[config.mk]
export PLATFORM = sky130hd
export DESIGN_NAME = fp8_add_arbiter
export DESIGN_NICKNAME = d
export VERILOG_FILES = /design/src/rtl/fp8_pkg.sv /design/src/rtl/fp8_e4m3_adder.sv /design/src/rtl/fp8_add_arbiter.sv
export SDC_FILE = /design/constraint.sdc
export NUM_CORES = 1
export LEC_CHECK = 0
export ABC_AREA = 1
export BUFFER_PORTS_ARGS = -buffer_cell sky130_fd_sc_hd__buf_2
export CORE_UTILIZATION = 55
export DETAILED_ROUTE_END_ITERATION = 10
export MAX_ROUTING_LAYER = met4
export PLACE_DENSITY = 0.74
export SLEW_MARGIN = 0
export SYNTH_ARGS = -nofsm -noshare
export SYNTH_HDL_FRONTEND = slang
export SYNTH_SLANG_ARGS = --single-unit
[constraint.sdc]
create_clock -name clk -period 24.7 [get_ports clk]
set_input_delay 4.94 -clock clk [delete_from_list [all_inputs] [get_ports clk]]
set_output_delay 4.94 -clock clk [all_outputs]
set_load 0.005 [all_outputs]
[src/rtl/fp8_pkg.sv]
// Shared FP8 E4M3 definitions: width, the fp8 type and the special encodings.
package fp8_pkg;

  localparam int FP8_W = 8;

  typedef logic [FP8_W-1:0] fp8_t;

  localparam fp8_t       FP8_NAN     = 8'h7F;
  localparam logic [6:0] FP8_MAX_MAG = 7'h7E;

  // E4M3 has a single NaN magnitude (all exponent and mantissa bits set).
  function automatic logic fp8_is_nan(input fp8_t x);
    return (x[6:0] == FP8_NAN[6:0]);
  endfunction

endpackage

[src/rtl/fp8_e4m3_adder.sv]
// Combinational FP8 E4M3 adder: exact fixed-point sum, round-to-nearest-even,
// saturation to +/-max on overflow, NaN propagation and +0 for exact zero.
module fp8_e4m3_adder
  import fp8_pkg::*;
(
  input  fp8_t i_a,
  input  fp8_t i_b,
  output fp8_t o_sum
);

  // Every E4M3 magnitude is an integer multiple of 2^-9 and fits in 18 bits.
  function automatic logic [17:0] fp8_to_fixed(input fp8_t x);
    logic [3:0] sig;
    logic [3:0] shamt;
    sig   = (x[6:3] == 4'd0) ? {1'b0, x[2:0]} : {1'b1, x[2:0]};
    shamt = (x[6:3] == 4'd0) ? 4'd0 : x[6:3] - 4'd1;
    return 18'(sig) << shamt;
  endfunction

  logic signed [19:0] w_val_a;
  logic signed [19:0] w_val_b;
  logic signed [19:0] w_total;
  logic        [18:0] w_abs;
  logic        [18:0] w_mask;
  logic        [4:0]  w_msb;
  logic        [4:0]  w_sh;
  logic        [3:0]  w_kept;
  logic               w_guard;
  logic               w_sticky;
  logic               w_rnd;
  logic        [8:0]  w_code;

  always_comb begin
    w_val_a  = $signed({2'b00, fp8_to_fixed(i_a)});
    w_val_b  = $signed({2'b00, fp8_to_fixed(i_b)});
    if (i_a[7]) w_val_a = -w_val_a;
    if (i_b[7]) w_val_b = -w_val_b;
    w_total  = w_val_a + w_val_b;
    w_abs    = w_total[19] ? 19'(-w_total) : w_total[18:0];

    w_msb = 5'd0;
    for (int k = 0; k < 19; k++) begin
      if (w_abs[k]) w_msb = 5'(k);
    end

    w_sh     = 5'd0;
    w_kept   = 4'd0;
    w_guard  = 1'b0;
    w_sticky = 1'b0;
    w_mask   = '0;
    w_rnd    = 1'b0;
    // Below 16 units the value is exactly representable (subnormal or exp=1).
    if (w_msb < 5'd4) begin
      w_code = 9'(w_abs);
    end else begin
      w_sh     = w_msb - 5'd3;
      w_kept   = 4'(w_abs >> w_sh);
      w_guard  = w_abs[w_sh - 5'd1];
      w_mask   = (19'd1 << (w_sh - 5'd1)) - 19'd1;
      w_sticky = |(w_abs & w_mask);
      w_rnd    = w_guard && (w_sticky || w_kept[0]);
      w_code   = 9'({w_sh, 3'b000}) + 9'(w_kept) + 9'(w_rnd);
    end
    if (w_code > 9'(FP8_MAX_MAG)) w_code = 9'(FP8_MAX_MAG);

    if (fp8_is_nan(i_a) || fp8_is_nan(i_b)) begin
      o_sum = FP8_NAN;
    end else if (w_abs == '0) begin
      o_sum = 8'h00;
    end else begin
      o_sum = {w_total[19], w_code[6:0]};
    end
  end

endmodule

[src/rtl/fp8_add_arbiter.sv]
// Round-robin arbiter sharing one FP8 E4M3 adder among NUM_REQ requesters,
// with a single registered output slot and an accepted-operation counter.
module fp8_add_arbiter
  import fp8_pkg::*;
#(
  parameter  int NUM_REQ = 4,
  parameter  int CNT_W   = 16,
  localparam int ID_W    = $clog2(NUM_REQ)
) (
  input  logic                     clk,
  input  logic                     rst,
  input  logic [NUM_REQ-1:0]       req_valid,
  output logic [NUM_REQ-1:0]       req_ready,
  input  logic [FP8_W*NUM_REQ-1:0] req_a,
  input  logic [FP8_W*NUM_REQ-1:0] req_b,
  output logic                     rsp_valid,
  input  logic                     rsp_ready,
  output logic [FP8_W-1:0]         rsp_sum,
  output logic [ID_W-1:0]          rsp_id,
  output logic [CNT_W-1:0]         ops_count
);

  fp8_t            w_op_a [NUM_REQ];
  fp8_t            w_op_b [NUM_REQ];
  fp8_t            w_in_a;
  fp8_t            w_in_b;
  fp8_t            w_sum;
  logic            w_found;
  logic [ID_W-1:0] w_gnt;
  logic            w_slot_free;
  logic            w_xfer;

  logic            r_rsp_valid;
  fp8_t            r_rsp_sum;
  logic [ID_W-1:0] r_rsp_id;
  logic [ID_W-1:0] r_ptr;
  logic [CNT_W-1:0] r_ops_cnt;

  genvar gi;
  generate
    for (gi = 0; gi < NUM_REQ; gi++) begin : g_unpack
      assign w_op_a[gi] = req_a[FP8_W*gi +: FP8_W];
      assign w_op_b[gi] = req_b[FP8_W*gi +: FP8_W];
    end
  endgenerate

  // First valid requester at or after r_ptr, wrapping modulo NUM_REQ.
  always_comb begin : grant_comb
    int idx;
    idx     = 0;
    w_found = 1'b0;
    w_gnt   = '0;
    for (int k = 0; k < NUM_REQ; k++) begin
      idx = int'(r_ptr) + k;
      if (idx >= NUM_REQ) idx = idx - NUM_REQ;
      if (!w_found && req_valid[idx]) begin
        w_found = 1'b1;
        w_gnt   = ID_W'(idx);
      end
    end
  end

  assign w_slot_free = !r_rsp_valid || rsp_ready;
  assign w_xfer      = w_found && w_slot_free && !rst;

  always_comb begin
    req_ready = '0;
    if (w_xfer) req_ready[w_gnt] = 1'b1;
  end

  assign w_in_a = w_op_a[w_gnt];
  assign w_in_b = w_op_b[w_gnt];

  fp8_e4m3_adder u_adder (
    .i_a   (w_in_a),
    .i_b   (w_in_b),
    .o_sum (w_sum)
  );

  always_ff @(posedge clk) begin
    if (rst) begin
      r_rsp_valid <= 1'b0;
      r_rsp_sum   <= 8'h00;
      r_rsp_id    <= '0;
      r_ptr       <= '0;
      r_ops_cnt   <= '0;
    end else if (w_xfer) begin
      r_rsp_valid <= 1'b1;
      r_rsp_sum   <= w_sum;
      r_rsp_id    <= w_gnt;
      r_ptr       <= (w_gnt == ID_W'(NUM_REQ - 1)) ? '0 : w_gnt + ID_W'(1);
      r_ops_cnt   <= r_ops_cnt + CNT_W'(1);
    end else if (rsp_ready) begin
      r_rsp_valid <= 1'b0;
    end
  end

  assign rsp_valid = r_rsp_valid;
  assign rsp_sum   = r_rsp_sum;
  assign rsp_id    = r_rsp_id;
  assign ops_count = r_ops_cnt;

endmodule

==> impl_metrics.py, run 1 <==
metrics = {
    "floorplanning": {
        "io-pin-count": 102,
        "design.core.area_um2": 12700,
        "initial_utilization_pct": 56.4,
        "row_count": 41,
        "die_h_um": 116,
        "dieArea_um2": 13500,
        "die_w_um": 116,
    },
    "grt": {
        "grt_usage_pct": 30.5,
        "grt_pass1_wl_mm": 32.4,
        "grt_start_max_net_pins": 39,
        "gr-total-overflow": 0,
        "grt_antenna_before_repair": 0,
        "vias_in_the_first_global_route": 7304,
    },
    "sta": {
        "timing.final.crit_share_pct": 63.5,
        "timing.max_slew.rel_slack_pct": 38.9,
        "rsz0062_at_grt": "false",
        "timing.final.hold_violations": 0,
        "finalSetupTns_ns": 0,
        "fin_crit_ns": 15.68,
        "finalClockSkew_ns": 0.00383,
        "hold_ws_ns": 0.464,
        "slew_viol_final": 0,
        "timing.final.setup_violations": 0,
        "transition_time_of_the_tightest_slew_check_pin_ns": 0.915,
        "achievable-frequency_mhz": 63.8,
    },
    "clocking": {
        "cts_root_buf": "clkbuf_16",
        "cts_repair_resize_count": 0,
        "ctsHtreeMaxLevel": 2,
        "cts_hold_buffers": 0,
        "clk_latency_ns": 0.27,
        "clkTransAtPathRegs_ns": 0.05,
        "cts_buffer_count": 5,
        "cts_tree": "yes",
        "clock_tree.buffer_depth": 2,
        "cts.sinks": 29,
        "cts_setup_buffers": 0,
    },
    "synthesis": {
        "synthesis.nets": 1394,
        "synthesis.instances": 1285,
        "yosys-top-cells-count": "nand2_1 (370), inv_1 (164), nor2_1 (133)",
        "post_synthesis_cell_area_um2": 7150,
        "post_synth.cell_area_avg_um2": 5.57,
        "netlist_top_cells_area": "nand2_1 (19%), inv_1 (8.6%), dfxtp_1 (8.1%)",
        "ys.flop_type": "dfxtp_1",
        "postSynthRegisterBits": 29,
        "synth.yosys.seq_area_share_pct": 8.12,
        "synthesis.yosys.warnings": 0,
        "number_of_synthesized_flops_with_an_enable_pin": 0,
        "yosysTopAreaCell": "nand2_1",
        "synth_top_area_share_pct": 19.4,
        "synth-async-reset-ratio_pct": 0,
        "ys_types": 57,
        "synthMostInstantiatedCell": "nand2_1",
    },
    "worst_setup_path": {
        "slowest_stage": "ha_1",
        "critical_path.most_common_cell": "nand2_1",
        "worstPathArrival_ns": 15.85,
        "path_buf_inv": 10,
        "path_type_of_the_worst_setup_path": "in2reg",
        "worst-endpoint-required_ns": 24.87,
        "path_max_fanout": 38,
        "cp_top_family": "simple AND/OR/NAND/NOR gates",
        "critPathMaxStageDelay_ns": 0.53,
        "setup.worst_path.end_class": "register",
        "crit_path_start_kind": "input pin",
    },
    "route": {
        "drt_wl_cell_um": 12.9,
        "detailedRoute.firstPassIterationCount": 7,
        "drt-vias-per-instance": 5.34,
        "dr_total_vias": 8196,
        "post-route-drc-count": 0,
        "drt-initial-drc-count": 599,
        "postRouteAntennaNets": 0,
        "routed_wirelength_mm": 19.8,
    },
    "outcome": {
        "run_status": "complete, no violations",
    },
    "layout": {
        "drive_gt1_share_pct": 15.1,
        "final_nets": 1471,
        "antenna_cells": 0,
        "filler_cell_count": 1323,
        "syn_to_final_growth_pct": 9.08,
    },
    "place": {
        "numPortBuffers": 101,
        "finalWeightedCongestion": 1.02,
        "dp.final_hpwl_mm": 16.2,
    },
    "hold_path": {
        "class_of_the_worst_hold_path": "reg2reg",
    },
    "run": {
        "max_cap_viol_count": 0,
    },
}
## final timing paths
kind / from / slack [ns] / to / cells after the start
worst min register to register: ops_count[15]$_SDFFE_PP0P_ / 0.46 / ops_count[15]$_SDFFE_PP0P_ / 1
worst max register to register: r_ptr[0]$_SDFFE_PP0P_ / 12.99 / rsp_sum[4]$_SDFFE_PP0P_ / 81
worst max-delay path: req_valid[3] / 9.02 / rsp_sum[4]$_SDFFE_PP0P_ / 81
worst min-delay path: ops_count[15]$_SDFFE_PP0P_ / 0.46 / ops_count[15]$_SDFFE_PP0P_ / 1
## registers in the layout (all words and copies together), names as in the netlist
| signal | count |
|---|---|
| ops_count | 16 |
| r_ptr | 2 |
| rsp_id | 2 |
| rsp_sum | 8 |
| rsp_valid | 1 |
## metrics by stage
step	cell area (um2)	util [%]	std cells	setup slack, ns
global route	7800	61.6	1535	7.60
global placement	7660	60.5	1527	8.97
CTS	7800	61.6	1535	9.11
detailed placement	7660	60.5	1527	8.87
finish	7800	61.6	1535	9.02
floorplan	7150	-	1285	11.14
## metal layers
| metal | vias to the layer above | GRT usage [%] | share of wire, % |
|---|---|---|---|
| li1 | 4318 | - | - |
| met1 | 3632 | 36.1 | 45 |
| met2 | 205 | 55.3 | 49 |
| met3 | 41 | 1.62 | 3.2 |
| met4 | 0 | 8.80 | 2.6 |
| met5 | - | - | 0 |
## worst register-to-register path, delay by kind of cell (launching register included)
family	cells	cell delay [ns]
buffers and inverters	9	1.32
DFF	1	0.64
and+or+nand+nor	54	5.86
adders and majority gates	3	1.13
AOI/OAI and AO/OA	12	1.94
xor gates and xnor gates	3	0.74
## layout make-up
type | instances | area (um2) | share of cell area [%]
multi-input combinational | 1042 | 5670 | 72.6
tap | 172 | 215 | 2.76
clock inverter | 2 | 10.0 | 0.128
timing repair buffer | 102 | 513 | 6.58
inverter | 182 | 687 | 8.81
clock buffer | 6 | 129 | 1.65
sequential | 29 | 581 | 7.44
## placed cells by master, fill, tap and decap left out, drive strengths merged, types with 4 or more instances in the layout
cell type,Yosys,routed
nand2,406,406
inv,175,175
nor2,145,145
nand3,124,124
buf,22,102
o21ai,69,69
a21oi,57,57
xor2,53,53
ha,37,37
dfxtp,29,29
nand4,25,25
nor3,24,24
o211ai,15,15
xnor2,15,15
nand3b,14,14
or2,11,11
clkinv,7,9
o21bai,7,7
a31oi,7,7
o41ai,7,7
clkbuf,10,6
o31ai,5,5
and3,4,4
## logic make-up (layout without fill, tap and decap cells)
logic type / count (synthesis) / in the layout / share of synthesized area [%]
AND/OR/NAND/NOR: 756 / 756 / 48.1
XOR/XNOR: 68 / 68 / 8.96
buffers and inverters: 214 / 292 / 12.6
AO/OA/AOI/OAI: 180 / 180 / 15.5
adder cells (fa/ha/maj): 38 / 38 / 6.75
flip-flops: 29 / 29 / 8.12
Power of run 1 is left out: the tool's default activity adds up to more than one toggle a clock period on the data nets, which glitch-free logic cannot reach.
==> run 2: changes to the inputs <==
==> constraint.sdc (replaced) <==
create_clock -name clk -period 15.4 [get_ports clk]
set_input_delay 3.08 -clock clk [delete_from_list [all_inputs] [get_ports clk]]
set_output_delay 3.08 -clock clk [all_outputs]
set_load 0.005 [all_outputs]
==> run 2 against run 1 <==
Effect of this change:
- die area unchanged
- register-to-register slack lost 9.0 ns
- critical path depth down 3
- sequential share of layout area barely moved
- sequential cell count did not move
- wire length shrank 0.48%
- setup slack got worse by 7.2 ns
==> impl_metrics.py, run 2 (synthesis gave the netlist of run 1 again) <==
metrics = {
    "sta": {
        "rsz0062_at_grt": "false",
        "achievable-frequency_mhz": 73.7,
        "slew_viol_final": 0,
        "timing.final.setup_violations": 0,
        "finalSetupTns_ns": 0,
        "timing.max_slew.rel_slack_pct": 53.8,
        "fin_crit_ns": 13.57,
        "timing.final.hold_violations": 0,
        "timing.final.crit_share_pct": 88.1,
        "finalClockSkew_ns": 0.00235,
        "transition_time_of_the_tightest_slew_check_pin_ns": 0.686,
        "hold_ws_ns": 0.445,
    },
    "clocking": {
        "cts_root_buf": "clkbuf_16",
        "cts_buffer_count": 5,
        "cts.sinks": 29,
        "clkTransAtPathRegs_ns": 0.05,
        "cts_tree": "yes",
        "cts_repair_resize_count": 0,
        "clock_tree.buffer_depth": 2,
        "cts_hold_buffers": 0,
        "cts_setup_buffers": 0,
        "clk_latency_ns": 0.27,
        "ctsHtreeMaxLevel": 2,
    },
    "grt": {
        "grt_start_max_net_pins": 39,
        "grt_usage_pct": 30.6,
        "gr-total-overflow": 0,
        "grt_antenna_before_repair": 0,
        "grt_pass1_wl_mm": 32.6,
        "vias_in_the_first_global_route": 7224,
    },
    "place": {
        "finalWeightedCongestion": 1.02,
        "dp.final_hpwl_mm": 16.2,
        "numPortBuffers": 101,
    },
    "layout": {
        "final_nets": 1472,
        "mostFrequentLayoutCell": "nand2_1",
        "antenna_cells": 0,
        "largest_reg_flops": 16,
        "drive_gt1_share_pct": 15.1,
        "mostFrequentLayoutCells": "nand2_1 (370), inv_1 (164), nor2_1 (133), nand3_1 (111), buf_2 (101)",
        "syn_to_final_growth_pct": 9.24,
    },
    "route": {
        "drt-initial-drc-count": 648,
        "drt_wl_cell_um": 12.9,
        "routed_wirelength_mm": 19.8,
        "drt-vias-per-instance": 5.34,
        "dr_total_vias": 8193,
        "detailedRoute.firstPassIterationCount": 5,
        "post-route-drc-count": 0,
        "postRouteAntennaNets": 0,
    },
    "worst_setup_path": {
        "path_type_of_the_worst_setup_path": "in2reg",
        "crit_path_start_kind": "input pin",
        "slowest_stage": "nand2_4",
        "critical_path.most_common_cell": "nand2_1",
        "path_max_fanout": 38,
        "critPathMaxStageDelay_ns": 0.42,
        "worst-endpoint-required_ns": 15.57,
        "worstPathArrival_ns": 13.73,
        "setup.worst_path.end_class": "register",
    },
    "floorplanning": {
        "initial_utilization_pct": 56.4,
        "row_count": 41,
        "die_w_um": 116,
        "io-pin-count": 102,
        "die_h_um": 116,
        "dieArea_um2": 13500,
        "design.core.area_um2": 12700,
    },
    "hold_path": {
        "class_of_the_worst_hold_path": "reg2reg",
    },
    "outcome": {
        "run_status": "complete, no violations",
    },
    "run": {
        "max_cap_viol_count": 0,
    },
}
## run 2: layout make-up
type                       instances  area (um2)
multi-input combinational       1042        5670
fill                            1267        4860
clock buffer                       7         143
inverter                         182         687
timing repair buffer             103         520
sequential                        29         581
tap                              172         215
## run 2: worst paths after layout
check / from / endpoint / slack, ns / depth (start not counted)
hold / removal: ops_count[15]$_SDFFE_PP0P_ / ops_count[15]$_SDFFE_PP0P_ / 0.44 / 1
setup reg to reg: r_ptr[0]$_SDFFE_PP0P_ / rsp_sum[4]$_SDFFE_PP0P_ / 4.02 / 78
setup / recovery: req_valid[3] / rsp_sum[4]$_SDFFE_PP0P_ / 1.83 / 78
hold reg to reg: ops_count[15]$_SDFFE_PP0P_ / ops_count[15]$_SDFFE_PP0P_ / 0.44 / 1
## run 2: per-layer routing
| layer | part of all wire (%) | global-route usage (%) | up-vias |
|---|---|---|---|
| met4 | 2.9 | 9.74 | 0 |
| met3 | 3.8 | 1.78 | 44 |
| met5 | 0 | - | - |
| met1 | 45 | 37.8 | 3605 |
| met2 | 49 | 53.3 | 228 |
| li1 | - | - | 4316 |
## run 2: metrics by stage
step	worst slack, ns	instance area (um2)	instances	utilization, %
global placement	1.81	7670	1528	60.5
CTS	1.95	7810	1535	61.7
detailed placement	1.70	7670	1528	60.5
finish	1.83	7810	1535	61.7
global route	0.485	7810	1535	61.7
floorplan	3.70	7150	1285	-
## run 2: critical path, delay by kind of cell
family,cells,cell delay [ns]
AOI/OAI and AO/OA,10,1.77
xor gates and xnor gates,3,0.74
adders and majority gates,3,0.92
buffers and inverters,11,1.39
and+or+nand+nor,51,5.77
Power of run 2 is left out for the same reason.
